===== src/rtl/mem_arb_pkg.sv =====
// Shared types and constants for the two-port memory arbiter.
package mem_arb_pkg;

  typedef enum logic [1:0] {
    IDLE,
    WAIT,
    RESP
  } arb_state_e;

  typedef enum logic {
    REQ_I,
    REQ_D
  } req_id_e;

  localparam int unsigned TIMEOUT_CYC_DEFAULT = 64;

  // A lone requester wins outright; on a tie the port not granted last time wins.
  function automatic req_id_e arb_pick(logic ireq, logic dreq, req_id_e last);
    if (ireq && dreq) begin
      return (last == REQ_I) ? REQ_D : REQ_I;
    end else if (ireq) begin
      return REQ_I;
    end else begin
      return REQ_D;
    end
  endfunction

endpackage


===== src/rtl/mem_arbiter.sv =====
// Round-robin arbiter between an icache-refill port and a data port onto a single
// memory channel, with a per-transaction timeout that completes the access with an error.
module mem_arbiter
  import mem_arb_pkg::*;
#(
  parameter int unsigned TIMEOUT_CYC = TIMEOUT_CYC_DEFAULT
) (
  input  logic        clk,
  input  logic        rst_n,

  input  logic        i_req,
  input  logic [31:0] i_addr,
  output logic        i_ack,
  output logic [31:0] i_rdata,
  output logic        i_err,

  input  logic        d_req,
  input  logic        d_we,
  input  logic [31:0] d_addr,
  input  logic [31:0] d_wdata,
  output logic        d_ack,
  output logic [31:0] d_rdata,
  output logic        d_err,

  output logic        mem_req,
  output logic        mem_we,
  output logic [31:0] mem_addr,
  output logic [31:0] mem_wdata,
  input  logic [31:0] mem_rdata,
  input  logic        mem_busy,
  input  logic        mem_valid
);

  localparam int unsigned CntW = (TIMEOUT_CYC > 1) ? $clog2(TIMEOUT_CYC) : 1;

  arb_state_e  r_state;
  req_id_e     r_win;
  req_id_e     r_last_grant;
  logic [CntW-1:0] r_cnt;

  logic        r_mem_req;
  logic        r_mem_we;
  logic [31:0] r_mem_addr;
  logic [31:0] r_mem_wdata;

  logic        r_i_ack;
  logic [31:0] r_i_rdata;
  logic        r_i_err;
  logic        r_d_ack;
  logic [31:0] r_d_rdata;
  logic        r_d_err;

  req_id_e     w_grant;
  logic        w_timeout;
  logic        w_done;
  logic [31:0] w_rsp_data;
  logic        w_rsp_err;

  always_comb begin
    w_grant    = arb_pick(i_req, d_req, r_last_grant);
    w_timeout  = (r_cnt == CntW'(TIMEOUT_CYC - 1));
    w_done     = mem_valid || w_timeout;
    // A completion strobe always beats a coincident timeout.
    w_rsp_data = mem_valid ? mem_rdata : 32'h0;
    w_rsp_err  = !mem_valid;
  end

  always_ff @(posedge clk or negedge rst_n) begin
    if (!rst_n) begin
      r_state      <= IDLE;
      r_win        <= REQ_I;
      r_last_grant <= REQ_D;
      r_cnt        <= '0;
      r_mem_req    <= 1'b0;
      r_mem_we     <= 1'b0;
      r_mem_addr   <= 32'h0;
      r_mem_wdata  <= 32'h0;
      r_i_ack      <= 1'b0;
      r_i_rdata    <= 32'h0;
      r_i_err      <= 1'b0;
      r_d_ack      <= 1'b0;
      r_d_rdata    <= 32'h0;
      r_d_err      <= 1'b0;
    end else begin
      unique case (r_state)
        IDLE: begin
          if ((i_req || d_req) && !mem_busy) begin
            r_win     <= w_grant;
            r_mem_req <= 1'b1;
            r_cnt     <= '0;
            r_state   <= WAIT;
            if (w_grant == REQ_I) begin
              r_mem_we    <= 1'b0;
              r_mem_addr  <= i_addr;
              r_mem_wdata <= 32'h0;
            end else begin
              r_mem_we    <= d_we;
              r_mem_addr  <= d_addr;
              r_mem_wdata <= d_wdata;
            end
          end
        end

        WAIT: begin
          if (w_done) begin
            r_mem_req <= 1'b0;
            r_state   <= RESP;
            if (r_win == REQ_I) begin
              r_i_ack   <= 1'b1;
              r_i_rdata <= w_rsp_data;
              r_i_err   <= w_rsp_err;
            end else begin
              r_d_ack   <= 1'b1;
              r_d_rdata <= w_rsp_data;
              r_d_err   <= w_rsp_err;
            end
          end else begin
            r_cnt <= r_cnt + 1'b1;
          end
        end

        RESP: begin
          r_i_ack      <= 1'b0;
          r_i_rdata    <= 32'h0;
          r_i_err      <= 1'b0;
          r_d_ack      <= 1'b0;
          r_d_rdata    <= 32'h0;
          r_d_err      <= 1'b0;
          r_last_grant <= r_win;
          r_cnt        <= '0;
          r_state      <= IDLE;
        end

        default: begin
          r_state <= IDLE;
        end
      endcase
    end
  end

  assign mem_req   = r_mem_req;
  assign mem_we    = r_mem_we;
  assign mem_addr  = r_mem_addr;
  assign mem_wdata = r_mem_wdata;

  assign i_ack     = r_i_ack;
  assign i_rdata   = r_i_rdata;
  assign i_err     = r_i_err;
  assign d_ack     = r_d_ack;
  assign d_rdata   = r_d_rdata;
  assign d_err     = r_d_err;

endmodule

===== config.mk =====
export PLATFORM = sky130hd
export DESIGN_NAME = mem_arbiter
export DESIGN_NICKNAME = d
export VERILOG_FILES = /design/src/rtl/mem_arb_pkg.sv /design/src/rtl/mem_arbiter.sv
export SDC_FILE = /design/constraint.sdc
export NUM_CORES = 1
export LEC_CHECK = 0
export BUFFER_PORTS_ARGS = -buffer_cell sky130_fd_sc_hd__clkbuf_2
export CORE_ASPECT_RATIO = 1.75
export CORE_MARGIN = 3
export CORE_UTILIZATION = 25
export CTS_BUF_LIST = sky130_fd_sc_hd__clkbuf_4 sky130_fd_sc_hd__clkbuf_8
export CTS_CLUSTER_SIZE = 12
export DETAILED_ROUTE_END_ITERATION = 16
export GPL_ROUTABILITY_DRIVEN = 0
export MAX_ROUTING_LAYER = met4
export PLACE_DENSITY = 0.48
export SYNTH_ARGS = -nofsm -noshare
export SYNTH_HDL_FRONTEND = slang
export SYNTH_SLANG_ARGS = --single-unit

===== constraint.sdc =====
create_clock -name clk -period 1.5 [get_ports clk]
set_input_delay 0.075 -clock clk [delete_from_list [all_inputs] [get_ports clk]]
set_output_delay 0.075 -clock clk [all_outputs]
set_load 0.05 [all_outputs]

== After elaboration in Yosys (flattened, before gate mapping) ==
Cells that the tools add are included.

* $add $sub $neg: 1
* Equal/unequal tests: 8
* Muxes and demuxes: 34
* Reduce and logical (&&, ||, !) cells: 16

{| class="wikitable"
|+ Operator list
! operator !! number
|-
| $mux W32 || 7
|-
| $pmux W32 S2 || 2
|-
| $pmux W6 S3 || 1
|-
| $mux W1 || 14
|-
| $mux W6 || 2
|-
| $reduce_and A3 Y1 || 4
|-
| $ne A2 B2 Y1 const B || 5
|-
| $pmux W1 S2 || 5
|-
| $add A6 B1 Y6 const B || 1
|-
| $eq A6 B6 Y1 const B || 1
|-
| $mux W2 || 2
|-
| $pmux W2 S2 || 1
|-
| $reduce_and A2 Y1 || 2
|-
| $reduce_bool A2 Y1 || 2
|-
| $reduce_bool A3 Y1 || 1
|-
| $eq A2 B1 Y1 const B || 1
|-
| $eq A2 B2 Y1 const B || 1
|-
| $logic_and A1 B1 Y1 || 2
|-
| $logic_not A1 Y1 || 2
|-
| $logic_not A2 Y1 || 1
|-
| $logic_or A1 B1 Y1 || 2
|}

* Bits in registers: 144
* Bits of input ports: 135
* Logic and storage cells: 73

== Logic depth before layout (Yosys ltp) ==
Gate-level depths: netlist (run 1).

* Depth in word-level cells: 4
* Gate-level depth with buffers: 8
* Mapped depth without buffers: 5

== Worst setup path after synthesis (run 1) ==
No wires, ideal clock.

* Kind: reg-to-reg
* Start: reg r_cnt[0]
* End: reg r_cnt[0]
* Library setup time: 0.125 ns
* Arrival time: 1.358 ns
* Data required time: 1.375 ns
* Setup slack: 0.017 ns
* Cell stages (with the launch flop): 6
* Buffers on the path: 0
* Cell sequence: dfrtp_1 > ha_1 > and3_1 > a31oi_4 > nor2_2 > mux2_4

* Word-level cells in the longest chain between the ends: 4
* Elaborated cells on any way between the ends: 7
* Those cells by class: 1 x add/sub; 2 x eq/ne; 2 x mux; 2 x reduce/logical

{| class="wikitable"
|+ RTL lines
! item !! line !! text
|-
| start, declared || mem_arbiter.sv:39 || <nowiki>logic [CntW-1:0] r_cnt;</nowiki>
|-
| start signal, assigned || mem_arbiter.sv:118 || <nowiki>r_cnt <= r_cnt + 1'b1;</nowiki>
|-
| branches (longest 4 deep; another with $add A6 B1 Y6) || - ||
|}

Several ways; the timed one is not identified. The select of a mux whose other input is x is not followed.
A chain may end at the register's enable or synchronous reset.

== Worst setup path after layout (run 1) ==
* Start: reg r_cnt[0]
* End: reg r_i_rdata[25], in the netlist i_rdata[25]

* Word-level cells in the longest chain between the ends: 4

{| class="wikitable"
|+ RTL lines
! item !! line !! text
|-
| $eq A6 B6 Y1 || mem_arbiter.sv:61 || <nowiki>w_timeout = (r_cnt == CntW'(TIMEOUT_CYC - 1));</nowiki>
|-
| $logic_or A1 B1 Y1 || mem_arbiter.sv:62 || <nowiki>w_done = mem_valid || w_timeout;</nowiki>
|-
| $ne A2 B2 Y1 (no source line) || - ||
|-
| $reduce_and A3 Y1 (no source line) || - ||
|-
| end signal, assigned || mem_arbiter.sv:110 || <nowiki>r_i_rdata <= w_rsp_data;</nowiki>
|-
| end, declared || mem_arbiter.sv:47 || <nowiki>logic [31:0] r_i_rdata;</nowiki>
|}

Every way passes these cells.

==> metrics.csv, run 1 <==
metric,value,unit
Max Root-Sink Buffers,2,
I/O Buffers,268,
Final Skew,0.0140,ns
slowest CP cell,dfrtp_1,
DRT antenna net count,0,
"top cells by area, synth","dfrtp_1, a22o_1, nand2_1",
vias in the first global route,5888,
Tcrit/Tclk final,96.2,%
CTS tree,built,
fin crit period,1.44,ns
Slew Limit Fails,0,
core area,22800,sq um
total number of vias,5384,
layout cells sized above 1,37.6,%
syn avg cell area,11.5,sq um
Setup crit end kind,flop,
die width,122,microns
chip height,208,microns
crit-path leading delay family,compound AO/OA/AOI/OAI gates,
Leak,4.92,nW
Root Driver,clkbuf_8,
Total Wirelength,18700,microns
crit-path cells,ha_4 -> nand3_4 -> o21bai_4 -> a21oi_2 -> buf_12 -> a22o_1,
Ys Warns,0,
DRC,0,
Cells after Synth,509,
crit path max fanout,32,
GR Overflow Total,0,
Clock Latency Late Sink,0.45,ns
drt via density,4.37,
setup TNS,0,ns
netlist area before placement,5840,sq um
Total GRT Usage,15.6,%
DR iter-0 viols,156,
first-pass GRT wire length,30100,microns
Synth Register Bits,144,
nets,1056,
relative max-transition margin,72.7,%
Final setup viols,0,
Setup crit start kind,flop,
Worst path max stage delay,0.42,ns
Num CTS Buffers,17,
initial core utilization,25.6,%
clock slew at reported path FFs,0.09,ns
fmax,693,MHz
Mapped Nets,645,
Yosys top cell area share,61.3,%
largest net degree at the start of global routing,69,
CP required,1.88,ns
clock sinks,144,
post-synth top area cell,dfrtp_1,
FP Rows,73,
power per cell area,2020,nW/um^2
post-layout util,41.5,%
max-cap violations,0,
"Worst Path Class, Setup",flop to flop,
"Seq/Total Area, Yosys",61.7,%
Final Hold Fails,0,
# diodes,0,
Hold WC Path Type,input port to asynchronous set/reset pin,
io pins,269,
die area,25300,sq um
Routed WL per cell,15.2,microns
H-tree Lvls,4,
VDD IR max,894,uV
status,finished clean,
First-pass DRT Iterations,4,
Synth-to-Final Area Change,62.4,%
initial antenna violation count,0,
DPL Wire Length,12500,microns
Yosys cell types,36,
critical path arrival,1.82,ns
Least-Margin Pin Slew,0.409,ns
Crit path buffers/inverters,1,
Filler Cell Count,2240,
==> kinds of logic after synthesis <==
| group | Yosys count | share of synthesized area, % |
|---|---|---|
| compound gates | 156 | 18.6 |
| flops | 144 | 61.7 |
| simple gates | 131 | 9.30 |
| buf+inv | 42 | 4.11 |
| mux | 34 | 5.91 |
| xor+xnor | 1 | 0.150 |
| fa+ha+maj | 1 | 0.214 |
==> registers in the layout (all words and copies together) (netlist names), 2 cells and up <==
| signal | count |
|---|---|
| d_rdata | 32 |
| i_rdata | 32 |
| mem_addr | 32 |
| mem_wdata | 32 |
| r_cnt | 6 |
| r_state | 2 |
==> worst paths after layout <==
path / startpoint / to / slack (ns) / depth (start not counted)
min reg2reg: mem_addr[22] / mem_addr[22] / 0.48 / 2
max: r_cnt[0] / i_rdata[25] / 0.06 / 6
max in group asynchronous: rst_n / r_last_grant / 0.77 / 3
max reg2reg: r_cnt[0] / i_rdata[25] / 0.06 / 6
min: rst_n / mem_addr[0] / 0.11 / 2
min in group clk: mem_valid / d_err / 0.12 / 4
==> cells in the mapped netlist <==
| library cell | n |
|---|---|
| clkbuf_1 | 9 |
| dfrtp_1 | 143 |
| a22o_1 | 66 |
| xnor2_1 | 1 |
| nor3_1 | 2 |
| a31oi_4 | 1 |
| or3b_4 | 1 |
| nand3_1 | 2 |
| o21bai_1 | 2 |
| nand2b_4 | 1 |
| a21bo_2 | 1 |
| mux2i_1 | 33 |
| nor2_1 | 7 |
| nor4b_1 | 1 |
| a21oi_2 | 2 |
| a21oi_1 | 6 |
| o2bb2ai_1 | 3 |
| buf_4 | 2 |
| o21ai_1 | 23 |
| dfstp_2 | 1 |
| nand2b_1 | 2 |
| o21ai_0 | 47 |
| o22ai_1 | 1 |
| nand3b_1 | 1 |
| mux2_4 | 1 |
| buf_6 | 7 |
| ha_1 | 1 |
| buf_2 | 18 |
| nor2_2 | 3 |
| nand2_1 | 108 |
| and2_1 | 2 |
| inv_1 | 4 |
| a31oi_1 | 3 |
| buf_1 | 2 |
| o21bai_2 | 1 |
| and3_1 | 1 |
==> where the power goes <==
part / internal, mW / switching [mW]
clock: 1.59 / 1.57
combinational: 2.57 / 7.20
sequential: 5.37 / 0.898
==> timing repair <==
item                                    CTS  global route
endpoints found under the setup margin   62            86
hold buffers                            130             0
buffers inserted                          0             2
resized for setup                         4             5
endpoints found under the hold margin   272             0
pin swaps                                 0             2
==> per-stage QoR <==
step / hold slack (ns) / setup WS [ns] / std cells / instance area [sq um] / power (mW)
global route: 0.103 / -0.00678 / 1233 / 9480 / 20.3
CTS: 0.0625 / 0.00373 / 1231 / 9440 / 19.4
detailed placement: 0.0196 / -0.0113 / 1069 / 7720 / 15.8
floorplan: -0.221 / 0.0165 / 509 / 5840 / 13.2
global placement: 0.0237 / 0.0120 / 1069 / 7720 / 15.8
finish: 0.115 / 0.0564 / 1233 / 9480 / 19.2
==> metal layers <==
layer	vias to the layer above	GRT usage (%)	share of wire, %
met3	30	3.56	5.5
met1	2522	17.8	42
met5	-	-	0
li1	2608	-	-
met2	224	25.9	50
met4	0	6.92	3.2
==> area by class of cell <==
cell class,instances,area [sq um],area share (%)
sequential,144,3600,38.0
timing repair buffer,430,3030,31.9
multi-input combinational,323,2060,21.7
tap,300,375,3.96
clock buffer,20,269,2.84
clock inverter,12,131,1.39
inverter,4,15.0,0.158
==> cells in the final DEF (no fill, tap or decap), types with 2 or more instances in the layout <==
master / netlist / routed
bufinv_16: 0 / 2
a31oi_1: 3 / 3
nor3_1: 2 / 2
dfrtp_1: 143 / 143
o21ai_0: 47 / 47
inv_1: 4 / 4
clkbuf_2: 0 / 267
a21oi_2: 2 / 2
nor2_1: 7 / 6
buf_12: 0 / 11
clkinvlp_4: 0 / 4
nor2_2: 3 / 4
inv_6: 0 / 3
buf_4: 2 / 21
a21oi_1: 6 / 6
and2_1: 2 / 2
clkinv_2: 0 / 3
o21bai_1: 2 / 2
nand2b_4: 1 / 2
dlygate4sd3_1: 0 / 130
mux2i_1: 33 / 33
a22o_1: 66 / 66
clkbuf_8: 0 / 19
o2bb2ai_1: 3 / 3
o21ai_1: 23 / 22
nand2_1: 108 / 108
Note: power is estimated with default switching activity, not from simulation.
==> run 2: changes to the inputs <==
--- a/config.mk
+++ b/config.mk
@@ -7,2 +7,3 @@
 export LEC_CHECK = 0
+export ABC_AREA = 1
 export BUFFER_PORTS_ARGS = -buffer_cell sky130_fd_sc_hd__clkbuf_2
@@ -16,3 +17,3 @@
 export MAX_ROUTING_LAYER = met4
-export PLACE_DENSITY = 0.48
+export PLACE_DENSITY = 0.47
 export SYNTH_ARGS = -nofsm -noshare
==> constraint.sdc (replaced) <==
create_clock -name clk -period 1.5 [get_ports clk]
set_input_delay 0.15 -clock clk [delete_from_list [all_inputs] [get_ports clk]]
set_output_delay 0.15 -clock clk [all_outputs]
set_load 0.05 [all_outputs]
==> metrics.csv, run 2 <==
metric,value,unit
Synth Register Bits,144,
most common library cells after synthesis,"nand2_1, dfrtp_1, nand3_1, inv_1, o211ai_1",
initial antenna violation count,0,
crit-path leading delay family,simple AND/OR/NAND/NOR gates,
top-count cell post-synth,nand2_1,
power after layout,22.2,mW
vias in the first global route,6483,
CTS tree,built,
Leak,5.47,nW
post-layout util,42.2,%
Register Area,3610,sq um
I/O Buffers,268,
GR Overflow Total,0,
chip height,215,microns
Final Hold Fails,0,
relative max-transition margin,65.8,%
First-pass DRT Iterations,7,
Setup crit end kind,flop,
Yosys cell types,24,
Total GRT Usage,15.6,%
crit-path cells,ha_2 -> nand2_2 -> nor2_4 -> nand2_4 -> nand2_8 -> nand2_8 -> clkbuf_16 -> nand2_2 -> o21ai_1,
FP Rows,75,
"Worst Path Class, Setup",flop to flop,
power per cell area,2160,nW/um^2
Worst path max stage delay,0.36,ns
Crit path buffers/inverters,1,
H-tree Lvls,4,
fmax,683,MHz
Filler Cell Count,2380,
layout cells sized above 1,40.2,%
core area,24300,sq um
largest net degree at the start of global routing,47,
# diodes,0,
slowest CP cell,dfrtp_1,
Max Root-Sink Buffers,2,
Synth async-reset ratio,100,%
Slew Limit Fails,0,
Hold WC Path Type,input port to flop,
critical path arrival,1.80,ns
max-cap violations,0,
total number of vias,6146,
"top cells by area, synth","dfrtp_1, nand2_1, o211ai_1",
Clock Latency Late Sink,0.45,ns
post-synth top area cell,dfrtp_1,
netlist area before placement,6240,sq um
Setup crit start kind,flop,
VDD IR max,896,uV
io pins,269,
die width,125,microns
Total Wirelength,21000,microns
fin crit period,1.46,ns
die area,27000,sq um
Least-Margin Pin Slew,0.512,ns
Placement Setup Slack,0.00964,ns
DPL Wire Length,14300,microns
"Seq/Total Area, Yosys",57.8,%
CP required,1.84,ns
Ys Warns,0,
Synth-to-Final Area Change,64.7,%
Setup WS post-layout,0.0358,ns
DRT antenna net count,0,
most frequent cells in the layout,"clkbuf_2, nand2_1, dfrtp_1",
Main synth FF type,dfrtp_1,
DRC,0,
nets,1252,
Cells after Synth,687,
area of the multi-input gates,2350,sq um
Routed WL per cell,14.6,microns
first-pass GRT wire length,32700,microns
drt via density,4.28,
Yosys top cell area share,57.4,%
Root Driver,clkbuf_8,
DR iter-0 viols,197,
Tcrit/Tclk final,97.6,%
syn avg cell area,9.08,sq um
number of synthesized flops with an enable pin,0,
clock slew at reported path FFs,0.08,ns
crit path max fanout,10,
Num CTS Buffers,17,
Final Skew,0.0118,ns
initial core utilization,25.7,%
status,finished clean,
Mapped Nets,823,
"most common cell after layout, fill and taps aside",clkbuf_2,
Final setup viols,0,
unrepaired setup endpoints after global routing,true,
clock sinks,144,
-- run 2: changes by cell type after synthesis, sizes merged, moves of 3 or more --
cell	before	now
nand2	108	295
a22o	66	0
inv	4	43
nand3	2	41
mux2i	33	0
o211ai	0	32
buf	29	38
a21oi	8	0
clkbuf	9	4
o21ai	70	75
a31oi	4	0
nand2b	3	0
o2bb2ai	3	0
-- run 2: kinds of logic (layout without fill, tap and decap cells) --
| kind of cell | count (synthesis) | count (layout) | synth area share [%] |
|---|---|---|---|
| AO/OA/AOI/OAI | 108 | 108 | 11.4 |
| XOR/XNOR | 1 | 1 | 0.140 |
| adder cells (fa/ha/maj) | 1 | 1 | 0.201 |
| buffers and inverters | 85 | 527 | 7.10 |
| flip-flops | 144 | 144 | 57.8 |
| AND/OR/NAND/NOR | 348 | 348 | 23.4 |
-- run 2: routing by layer --
metal	GRT usage (%)	routed length, microns	part of all wire, %	up-vias
met3	2.58	762	3.6	38
met5	-	0	0	-
li1	-	-	-	3060
met4	6.66	589	2.8	0
met2	27.7	11300	54	205
met1	17.1	8330	40	2843
-- run 2: power by group --
group          total, mW  internal (mW)  switching [mW]
registers           6.43           5.44           0.992
clock network       3.19           1.69            1.50
logic               12.6           3.58            9.03
total               22.2           10.7            11.5
-- run 2: worst register-to-register path, stage by stage, from the launching register on --
cell	delay, ns
dfrtp_1	0.36
ha_2	0.19
nand2_2	0.07
nor2_4	0.12
nand2_4	0.08
nand2_8	0.11
nand2_8	0.11
clkbuf_16	0.22
nand2_2	0.05
o21ai_1	0.05
-- run 2: layout make-up --
type                    count  area share [%]
clock buffers              23            2.96
clock inverters             9            1.02
inverters                  43            1.62
multi-input cells         458            22.9
flip-flops and latches    144            35.1
well taps                 308            3.75
repair buffers            451            32.6
repair inverters            1          0.0487
-- run 2: path summary, 6_finish.rpt --
| check | from | to | slack (ns) | cells after the start |
|---|---|---|---|---|
| max | r_cnt[0] | d_rdata[23] | 0.04 | 9 |
| min | d_addr[30] | mem_addr[30] | 0.04 | 5 |
| max reg2reg | r_cnt[0] | d_rdata[23] | 0.04 | 9 |
| min reg2reg | mem_addr[24] | mem_addr[24] | 0.49 | 2 |
| max in group asynchronous | rst_n | r_last_grant | 0.66 | 3 |
| min in group asynchronous | rst_n | mem_wdata[24] | 0.22 | 2 |
-- run 2: repair_timing --
action / CTS / global route
pin swaps: 0 / 4
gates cloned: 0 / 10
resized for setup: 0 / 79
setup endpoints to repair: 1 / 130
hold endpoints to repair: 166 / 0
hold buffers: 124 / 0
setup buffers: 0 / 5
-- run 2: stage by stage --
step	setup TNS, ns	std cells	cell area (sq um)	hold WS, ns
4_1_cts	-0.00201	1422	9840	0.000290
5_1_grt	-2.39	1437	10300	0.0285
2_1_floorplan	0	687	6240	-0.146
3_5_place_dp	0	1266	8190	0.144
6_report	0	1437	10300	0.0429
3_3_place_gp	0	1266	8190	0.147
